### config.mk
export PLATFORM = sky130hd
export DESIGN_NAME = vga_fill_ctrl
export DESIGN_NICKNAME = d
export VERILOG_FILES = /design/src/rtl/vga_fill_ctrl.sv
export SDC_FILE = /design/constraint.sdc
export NUM_CORES = 1
export LEC_CHECK = 0
export CORE_ASPECT_RATIO = 1.1
export CORE_UTILIZATION = 45
export CTS_CLUSTER_DIAMETER = 200
export DETAILED_ROUTE_END_ITERATION = 16
export PLACE_DENSITY_LB_ADDON = 0.2
export RECOVER_POWER = 100
export SLEW_MARGIN = 40
export SYNTH_ARGS = -nofsm -noshare
export SYNTH_HDL_FRONTEND = slang
export SYNTH_SLANG_ARGS = --single-unit
### constraint.sdc
create_clock -name clk -period 3.91 [get_ports clk]
set_input_delay 0.391 -clock clk [delete_from_list [all_inputs] [get_ports clk]]
set_output_delay 0.391 -clock clk [all_outputs]
set_load 0.05 [all_outputs]
### src/rtl/vga_fill_ctrl.sv
// Avalon-MM rectangle-fill and direct-plot sequencer for the 160x120 VGA adapter plot port.
// Optional fill-complete interrupt enabled by defining VGA_FILL_IRQ_EN.
module vga_fill_ctrl #(
    parameter int unsigned SCREEN_W = 160,
    parameter int unsigned SCREEN_H = 120
) (
    input  logic        clk,
    input  logic        reset,
    input  logic [3:0]  address,
    input  logic        read,
    output logic [31:0] readdata,
    input  logic        write,
    input  logic [31:0] writedata,
    output logic [7:0]  vga_x,
    output logic [6:0]  vga_y,
    output logic [2:0]  vga_colour,
    output logic        vga_plot,
    output logic        irq
);

    typedef enum logic [1:0] {IDLE, FILL, DONE} state_t;

    state_t     state;
    logic [7:0] org_x, size_w, fx0, fw, cnt_x;
    logic [6:0] org_y, size_h, fy0, fh, cnt_y;
    logic [2:0] colour, fcol;
    logic       done, pend;
    logic       plot_wr, ctrl_wr, start_wr, size_zero, emit;
    logic [7:0] sel_x0, sel_w, cur_cx, nx;
    logic [6:0] sel_y0, sel_h, cur_cy, ny;
    logic [2:0] sel_col;
    logic [8:0] px;
    logic [7:0] py;
    logic       pin, last_col, last_row, direct_in;
    logic       irq_en_rd;
    logic       unused_bits;

    assign unused_bits = ^{writedata[31:19], writedata[7]};

    assign plot_wr   = write && (address == 4'd4);
    assign ctrl_wr   = write && (address == 4'd0);
    assign start_wr  = ctrl_wr && writedata[0] && (state == IDLE);
    assign size_zero = (size_w == 8'd0) || (size_h == 7'd0);
    assign direct_in = (writedata[15:8] < 8'(SCREEN_W)) && (writedata[6:0] < 7'(SCREEN_H));

    // In IDLE the first pixel comes straight from the programmed registers so it lands in T+1
    always_comb begin
        sel_x0   = (state == IDLE) ? org_x  : fx0;
        sel_y0   = (state == IDLE) ? org_y  : fy0;
        sel_w    = (state == IDLE) ? size_w : fw;
        sel_h    = (state == IDLE) ? size_h : fh;
        sel_col  = (state == IDLE) ? colour : fcol;
        cur_cx   = (state == IDLE) ? 8'd0   : cnt_x;
        cur_cy   = (state == IDLE) ? 7'd0   : cnt_y;
        px       = 9'(sel_x0) + 9'(cur_cx);
        py       = 8'(sel_y0) + 8'(cur_cy);
        pin      = (px < 9'(SCREEN_W)) && (py < 8'(SCREEN_H));
        last_col = (cur_cx == sel_w - 8'd1);
        last_row = (cur_cy == sel_h - 7'd1);
        nx       = last_col ? 8'd0 : cur_cx + 8'd1;
        ny       = last_col ? cur_cy + 7'd1 : cur_cy;
        emit     = (start_wr && !size_zero) || ((state == FILL) && pend && !plot_wr);
    end

`ifdef VGA_FILL_IRQ_EN
    logic irq_en, irq_pend;
    assign irq       = irq_pend && irq_en;
    assign irq_en_rd = irq_en;
`else
    assign irq       = 1'b0;
    assign irq_en_rd = 1'b0;
`endif

    always_ff @(posedge clk) begin
        if (reset) begin
            state      <= IDLE;
            org_x      <= '0;
            org_y      <= '0;
            size_w     <= '0;
            size_h     <= '0;
            colour     <= '0;
            fx0        <= '0;
            fy0        <= '0;
            fw         <= '0;
            fh         <= '0;
            fcol       <= '0;
            cnt_x      <= '0;
            cnt_y      <= '0;
            done       <= 1'b0;
            pend       <= 1'b0;
            vga_x      <= '0;
            vga_y      <= '0;
            vga_colour <= '0;
            vga_plot   <= 1'b0;
`ifdef VGA_FILL_IRQ_EN
            irq_en     <= 1'b0;
            irq_pend   <= 1'b0;
`endif
        end else begin
            vga_plot <= 1'b0;

            if (write) begin
                case (address)
                    4'd1: begin org_x  <= writedata[15:8]; org_y  <= writedata[6:0]; end
                    4'd2: begin size_w <= writedata[15:8]; size_h <= writedata[6:0]; end
                    4'd3: colour <= writedata[2:0];
                    default: ;
                endcase
            end

            if (ctrl_wr && writedata[1]) begin
                done <= 1'b0;
`ifdef VGA_FILL_IRQ_EN
                irq_pend <= 1'b0;
`endif
            end
`ifdef VGA_FILL_IRQ_EN
            if (ctrl_wr) irq_en <= writedata[2];
`endif

            case (state)
                IDLE: begin
                    if (start_wr) begin
                        fx0   <= org_x;
                        fy0   <= org_y;
                        fw    <= size_w;
                        fh    <= size_h;
                        fcol  <= colour;
                        done  <= 1'b0;
`ifdef VGA_FILL_IRQ_EN
                        irq_pend <= 1'b0;
`endif
                        state <= size_zero ? DONE : FILL;
                    end
                end
                FILL: begin
                    if (!pend) state <= DONE;
                end
                DONE: begin
                    done  <= 1'b1;
`ifdef VGA_FILL_IRQ_EN
                    irq_pend <= 1'b1;
`endif
                    state <= IDLE;
                end
                default: state <= IDLE;
            endcase

            // Fill pixel issue; a direct plot in the same cycle holds the counters instead
            if (emit) begin
                cnt_x      <= nx;
                cnt_y      <= ny;
                pend       <= !(last_col && last_row);
                vga_x      <= px[7:0];
                vga_y      <= py[6:0];
                vga_colour <= sel_col;
                vga_plot   <= pin;
            end

            if (plot_wr) begin
                vga_x      <= writedata[15:8];
                vga_y      <= writedata[6:0];
                vga_colour <= writedata[18:16];
                vga_plot   <= direct_in;
            end
        end
    end

    // Zero-wait-state register readback
    always_comb begin
        readdata = 32'd0;
        if (read) begin
            case (address)
                4'd0: readdata = {29'd0, irq_en_rd, done, (state != IDLE)};
                4'd1: readdata = {16'd0, org_x, 1'b0, org_y};
                4'd2: readdata = {16'd0, size_w, 1'b0, size_h};
                4'd3: readdata = {29'd0, colour};
                default: readdata = 32'd0;
            endcase
        end
    end

endmodule

==> impl.org, run 1 <==
** Run status
- The run finished with clean final reports.

** Drt
- Initial drt markers :: 427
- In the routed layout, each cell is associated on average with a via count of 5.686.
- Via count of the routed design :: 6,027
- Final wirelength :: 18,450 um
- The pre-antenna-repair detailed-routing pass consisted of 5 iterations.
- After detailed routing, the average wire length per cell comes to 17.40 um.
- Drt drc :: 0
- Post-route antenna net violation count :: 0

** Pwr
- Of the total power, combinational logic draws 0.089.
- For this design the ratio of total power to cell area is 299.3 nW/um^2.
- Worst ir drop on vdd :: 0.2974 mV
- Switching component of the power :: 0.5538 mW
- Overall power consumption after layout is estimated at 2.124 mW.
- The share of total power dissipated in sequential elements is 0.507.
- Internal power comes to 1.570 mW.
- Of the total power, the share spent switching nets is 0.2607.
- Leakage dissipation :: 2.683 nW
- The share of total power dissipated in the clock network is 0.404.

** Logic synthesis
- In the post-synthesis netlist, the cell with the most instances is sky130_fd_sc_hd__nand2_1.
- Main synth FF type :: sky130_fd_sc_hd__dfxtp_1
- Share of flip-flops with an asynchronous set or reset after synthesis :: 0
- sky130_fd_sc_hd__dfxtp_1 takes more of the synthesized area than any other cell.
- Of the post-synthesis cell area, the dominant cell type holds 0.3358.
- Sorting the synthesized cells by area gives the leading types as sky130_fd_sc_hd__dfxtp_1, sky130_fd_sc_hd__nand2_1, sky130_fd_sc_hd__a21oi_1.
- In this run, synthesis produced a sequential element count of 104.
- By count the netlist is led by sky130_fd_sc_hd__nand2_1, sky130_fd_sc_hd__dfxtp_1, sky130_fd_sc_hd__a21oi_1, sky130_fd_sc_hd__nor2_1, sky130_fd_sc_hd__clkbuf_1.
- Post-synthesis cell count :: 842
- Count of different cell masters after synthesis :: 62
- Sequential cell area fraction in the yosys report :: 0.3358
- During synthesis, Yosys emitted a total of 0 warnings.
- Counting flops with a built-in enable in the synthesized netlist gives 0.
- Cell area after technology mapping :: 6200 sq um
- Post-synthesis average cell area :: 7.363 sq um

** Global route
- Pin count of the biggest net entering global routing :: 69
- Via count of the first global-routing pass :: 5,605
- Across every metal layer, demand over resource in global routing totals 0.2664.
- Global-route wire length before repair :: 29,830 um
- The initial antenna violation count is 0.
- For this run the aggregate overflow at the end of global routing stands at 0.

** Timing
- Final number of max-transition violations :: 0
- Dividing the final minimum period by the clock period gives 0.9301.
- Setup violations remaining at the end of the flow were counted as 0.
- Setup repair after global routing left no endpoint under its margin.
- Largest clock skew in the final design :: 0.008687 ns
- For this run, the top clock speed supported by timing is 275.0 MHz.
- Measured against its own limit, the worst slew margin works out to 0.3684.
- The routed design could run at a clock period as short as 3.637 ns.
- At the pin with the least slew margin, the transition time is 0.9474 ns.
- Setup total negative slack on the finished layout was measured at 0 ns.
- Total count of hold-check failures in the final report :: 0

** Clock tree
- The clock drives 104 sinks.
- After clock tree synthesis, the repair step resized 0 gates.
- Maximum clock insertion buffer count :: 2
- Clock Latency Late Sink :: 0.36 ns
- Clock edge transition at the registers on the reported setup and hold paths :: 0.07 ns
- Deepest level of the CTS H-tree :: 3
- Setup repair bufs after CTS :: 0
- CTS Hold Buffers Added :: 0
- Root buffer cell :: sky130_fd_sc_hd__clkbuf_16
- The number of clock buffers added by TritonCTS is 9.
- TritonCTS built the clock tree.

** Critical path
- Highest fanout seen on the critical path :: 15
- Type of the worst setup path :: in2out
- Data required time at the worst endpoint :: 3.52 ns
- The worst setup path is captured at a primary output.
- Arrival time of the worst setup path :: 3.25 ns
- Startpoint type of the worst setup path :: input port
- In this run the critical register-to-register path is launched from state[1]$_SDFFE_PP0P_.
- The critical path starts at address[0].

** Place
- Buffers placed on the I/O ports in this run total 59.
- The wire-length estimate of the detail-placed layout is 13,180 um.
- At the end of routability-driven placement, the weighted congestion stood at 0.8782.

** Cells and area
- Layout-stage area growth over the synthesis result :: 14.49%
- Antenna cells :: 0
- The final layout contains 929 nets.
- Of the cells placed in the final design, the portion with a size suffix greater than 1 is 0.04338.

** Floorplan
- Chip width :: 113.9 um
- Floorplan die area :: 14,250 sq um
- After floorplanning, the core was sized to cover 13,320 sq um.
- Num rows :: 44
- In this run the count of I/O pins placed on the die edge is 92.
- Die boundary height :: 125.1 um
- The initial utilization of the core area, before any placement, comes to 0.4653.

** Worst hold path
- In this run the most critical hold path is launched from fcol[2]$_SDFFE_PP0P_.
- Hold crit path type :: reg2reg

** Job
- The tool flagged a number of max-cap violations equal to 0.
-- final timing paths --
| check | end | cells past startpoint | slack (ns) |
|---|---|---|---|
| setup reg to reg | cnt_y[6]$_SDFFE_PP0P_ | 12 | 0.47 |
| hold reg to reg | fcol[2]$_SDFFE_PP0P_ | 2 | 0.46 |
| setup / recovery | readdata[13] | 6 | 0.27 |
| hold / removal | fcol[2]$_SDFFE_PP0P_ | 2 | 0.46 |
-- cell usage in the layout, fill, tap and decap left out, types with 11 or more instances in the layout --
cell and n:
sky130_fd_sc_hd__nand2_1 211, sky130_fd_sc_hd__dfxtp_1 104, sky130_fd_sc_hd__a21oi_1 92, sky130_fd_sc_hd__nor2_1 67, sky130_fd_sc_hd__nand3_1 34, sky130_fd_sc_hd__dlygate4sd3_1 34, sky130_fd_sc_hd__xnor2_1 26, sky130_fd_sc_hd__clkdlybuf4s50_1 24
sky130_fd_sc_hd__nor3_1 19, sky130_fd_sc_hd__ha_1 18, sky130_fd_sc_hd__conb_1 18, sky130_fd_sc_hd__o21ai_0 16, sky130_fd_sc_hd__a22oi_1 16, sky130_fd_sc_hd__mux2i_1 15, sky130_fd_sc_hd__xor2_1 15, sky130_fd_sc_hd__buf_4 13
sky130_fd_sc_hd__a311oi_1 12, sky130_fd_sc_hd__a211oi_1 12, sky130_fd_sc_hd__and2_1 11
-- state kept, by name (all words and copies together), names as in the netlist, 8 cells and up --
signal / cells
fw: 8
size_w: 8
vga_x: 8
fx0: 8
cnt_x: 8
org_x: 8
-- final cells by class --
class / instances / area [sq um]
clock buffers: 11 / 242.7
clock inverters: 5 / 31.28
fillers: 1356 / 6225
inverters: 6 / 22.52
multi-input cells: 673 / 3772
flip-flops and latches: 104 / 2082
well taps: 184 / 230.2
repair buffers: 77 / 716.9
-- stage by stage --
step	setup slack, ns	hold slack (ns)	cells	area, sq um	util
2_1_floorplan	0.1125	0.4357	859	6264	-
3_3_place_gp	0.5708	0.4439	1044	6860	0.5149
3_5_place_dp	0.4208	0.4486	1044	6860	0.5149
4_1_cts	0.5932	0.4584	1060	7134	0.5355
5_1_grt	0.1730	0.4709	1060	7098	0.5328
6_report	0.2732	0.4566	1060	7098	0.5328
-- worst max-delay path: stages --
cell,delay (ns)
sky130_fd_sc_hd__dlygate4sd3_1,0.74
sky130_fd_sc_hd__nor4b_2,0.25
sky130_fd_sc_hd__clkbuf_1,0.64
sky130_fd_sc_hd__a22oi_1,0.21
sky130_fd_sc_hd__nor2_1,0.13
sky130_fd_sc_hd__dlygate4sd3_1,0.88
-- cells by family after synthesis --
group,Yosys count,share of synthesized area
compound gates,194,0.1976
flops,104,0.3358
xor+xnor,41,0.05792
buf+inv,82,0.06539
other cells,1,0.0006049
mux,19,0.03390
fa+ha+maj,18,0.03633
simple gates,383,0.2725
-- power by group through the flow --
stage	combinational, mW	clock (mW)	sequential (mW)
6_report	0.189	0.859	1.08
5_1_grt	0.202	0.913	1.08
4_1_cts	0.189	0.876	1.08
3_5_place_dp	0.189	0	1.10
3_3_place_gp	0.186	0	1.10
2_1_floorplan	0.125	0	1.11
-- per-layer routing --
layer / wire length [um] / track usage / vias up
met1: 8046 / 0.3379 / 2859
met4: 540 / 0.1031 / 0
met5: 0 / 0 / -
met3: 847 / 0.05526 / 32
li1: - / - / 2940
met2: 9011 / 0.4412 / 196
No activity file was read; power rests on OpenSTA's default activity.
==> run 2: changes to the inputs <==
Settings changed: MAX_ROUTING_LAYER set to met4.
==> run 2 against run 1 <==
Net effect: utilization is 0.30 points higher; combinational power hardly changed; sequential power hardly changed; final area is 0.56% higher; global-route usage is 0.67 points higher; die area stayed put; sequential share of layout area is 0.16 points lower; hold slack better by 0.0017 ns; largest cell class unchanged.
==> impl.org, run 2 (synthesis results as in run 1) <==
** Critical path
- Arrival time of the worst setup path :: 3.26 ns
- Ordered list of cells on the worst path :: dlygate4sd3_1 -> nor4b_1 -> clkbuf_1 -> a22oi_1 -> nor2_1 -> dlygate4sd3_1
- Along the worst path, the maximum fanout reaches 15.
- Start point of the critical path :: address[0]
- For the worst setup path, the data required time is 3.52 ns.
- Maximum cell stage delay along the critical path :: 0.89 ns
- Type of the worst setup path :: in2out
- In this run the register-to-register setup slack is 0.42 ns.
- Origin of the critical flop-to-flop path :: state[0]$_SDFFE_PP0P_
- The most critical setup path has its endpoint at readdata[13].
- Cell with the biggest individual delay on the critical path :: sky130_fd_sc_hd__dlygate4sd3_1
- Register-to-Register Path Depth :: 13
- The worst setup path is captured at a primary output.
- Counting stages on the worst path, the most repeated cell is sky130_fd_sc_hd__dlygate4sd3_1.
- The worst register-to-register path ends at vga_plot$_SDFF_PP0_.
- The worst setup path is launched from an input port.

** Drt
- The detailed router finished its first iteration with 410 violations.
- Post-route antenna net violation count :: 0
- After detailed routing, the number of remaining DRC violations is 0.
- Using the TritonRoute via totals, the vias-per-cell ratio works out to 5.675.
- Via count of the routed design :: 6,016
- Final wirelength :: 18,320 um
- First-pass iteration count of the detailed router :: 5
- Average detailed-routed wire length per instance :: 17.28 um

** Floorplan
- The floorplan has 44 rows.
- Chip width :: 113.9 um
- Placeable core region :: 13,320 sq um
- Number of I/O pins :: 92
- Measured along the y axis, the die boundary spans 125.1 um.
- Floorplan die area :: 14,250 sq um
- Initial Utilization :: 0.4653

** Cells and area
- The number of antenna diodes in the final layout is 0.
- Fraction of final layout cells with drive strength greater than 1 :: 0.04680
- Layout net count :: 929
- Area of the multi-input gates :: 3776 sq um
- Leaving out fill and tap cells, the most frequent cell in the layout is sky130_fd_sc_hd__nand2_1.
- In the final layout, flip-flops and latches occupy 2082 sq um.
- From synthesis to final layout, the design area changed by 15.14%.
- After routing the design area is 7138 sq um.
- For this run, the share of the core covered by cells in the final layout is 0.5358.
- In the layout the commonest cells are sky130_fd_sc_hd__nand2_1, sky130_fd_sc_hd__dfxtp_1, sky130_fd_sc_hd__a21oi_1.
- The filler cells instantiated in the layout total 1,314.
- Filler-free cell count of the finished design :: 1,060

** Pwr
- The internal portion of the total power is 1.626 mW.
- Of the total power, the share spent switching nets is 0.2612.
- Switching component of the power :: 0.5748 mW
- Power Density :: 308.3 nW/um^2
- Worst ir drop on vdd :: 0.3637 mV
- Comb pwr share :: 0.086
- Leakage dissipation :: 2.708 nW
- Summing internal, switching and leakage power gives 2.201 mW.
- Clock network power share :: 0.425
- Sequential share of power :: 0.489

** Clock tree
- Post-CTS repair changed the size of 0 cells.
- Root buffer cell :: sky130_fd_sc_hd__clkbuf_16
- Clock Latency Late Sink :: 0.35 ns
- After clock tree synthesis, the flow added hold-fix buffers numbering 0.
- Deepest level of the CTS H-tree :: 3
- After clock tree synthesis, the clock-pin slew on the worst setup and hold paths is 0.07 ns.
- Buffers added to address setup during post-CTS repair amount to 0.
- TritonCTS built the clock tree.
- CTS saw 104 sinks.
- The clock passes through at most 2 buffers.
- TritonCTS buffer count :: 9

** Global route
- GRT Residual Overflow :: 0
- Overall Global Routing Usage :: 0.2731
- Global-route wire length before repair :: 29,480 um
- Via count of the first global-routing pass :: 5,559
- The initial antenna violation count is 0.
- Pin count of the biggest net entering global routing :: 72

** Job
- Number of max-cap violations :: 0

** Worst hold path
- The worst hold path belongs to the class reg2reg.

** Timing
- Final Hold Slack :: 0.4583 ns
- Period utilisation layout :: 0.9341
- Setup Viol. Count Final :: 0
- Total count of hold-check failures in the final report :: 0
- The max-slew violation total from the final report was 0.
- Worst-Margin Slew :: 1.095 ns
- Setup total negative slack on the finished layout was measured at 0 ns.
- Unrepaired setup endpoints after global routing :: false
- In this run the tightest slew margin relative to its limit is 0.2702.
- The worst path needs 3.652 ns of the cycle, external delays included.
- For this run, the top clock speed supported by timing is 273.8 MHz.
- Largest clock skew in the final design :: 0.004515 ns
- In the post-route analysis, the smallest setup slack over all paths is 0.2576 ns.

** Run status
- Run status :: finished clean

** Place
- Including well taps, the total number of placed cells is 1,044.
- The congestion estimate from routability-driven global placement came to 0.8734.
- Placed Area :: 6860 sq um
- Buffers added on ports :: 59
- Prior to clock tree synthesis, the placed netlist has a worst setup slack of 0.4766 ns.
- The wire-length estimate of the detail-placed layout is 13,000 um.
[run 2: cell types whose count changed in the layout (fill, tap and decap cells not counted), sizes merged]
cell	before	now
clkbuf	16	13
bufinv	0	1
clkinvlp	1	3
clkinv	3	1
inv	7	8
buf	14	15
[run 2: routing by layer]
layer	wire length [um]	GRT usage
met4	416	0.09778
met2	9094	0.4487
met3	970	0.04847
met1	7839	0.3344
met5	0	-
[run 2: cell type report]
type                            instances  share of cell area
Timing Repair Buffer                   77              0.1011
Clock inverter                          7             0.01122
Clock buffer                            9             0.03155
Inverter                                6            0.003155
Multi-Input combinational cell        673              0.5290
Sequential cell                       104              0.2917
Tap cell                              184             0.03225
[run 2: worst min-delay path by stage]
stage                              startpoint             endpoint  cells past startpoint
after CTS                 fy0[5]$_SDFFE_PP0P_  fy0[5]$_SDFFE_PP0P_                      2
after global routing      fy0[5]$_SDFFE_PP0P_  fy0[5]$_SDFFE_PP0P_                      2
final                     fy0[5]$_SDFFE_PP0P_  fy0[5]$_SDFFE_PP0P_                      2
after detailed placement  fy0[5]$_SDFFE_PP0P_  fy0[5]$_SDFFE_PP0P_                      2
after global placement    fx0[2]$_SDFFE_PP0P_  fx0[2]$_SDFFE_PP0P_                      2
after floorplan            fh[1]$_SDFFE_PP0P_   fh[1]$_SDFFE_PP0P_                      2
[run 2: power groups by stage]
stage / Clock, mW / Combinational, mW / Sequential [mW]
3_5_place_dp: 0 / 0.189 / 1.10
5_1_grt: 0.994 / 0.201 / 1.08
6_report: 0.936 / 0.188 / 1.08
2_1_floorplan: 0 / 0.125 / 1.11
3_3_place_gp: 0 / 0.187 / 1.10
4_1_cts: 0.955 / 0.189 / 1.08
[run 2: critical path: cells and delay by family]
kind	cells	cell delay [ns]
simple gates	2	0.43
buf+inv	3	2.28
compound gates	1	0.17
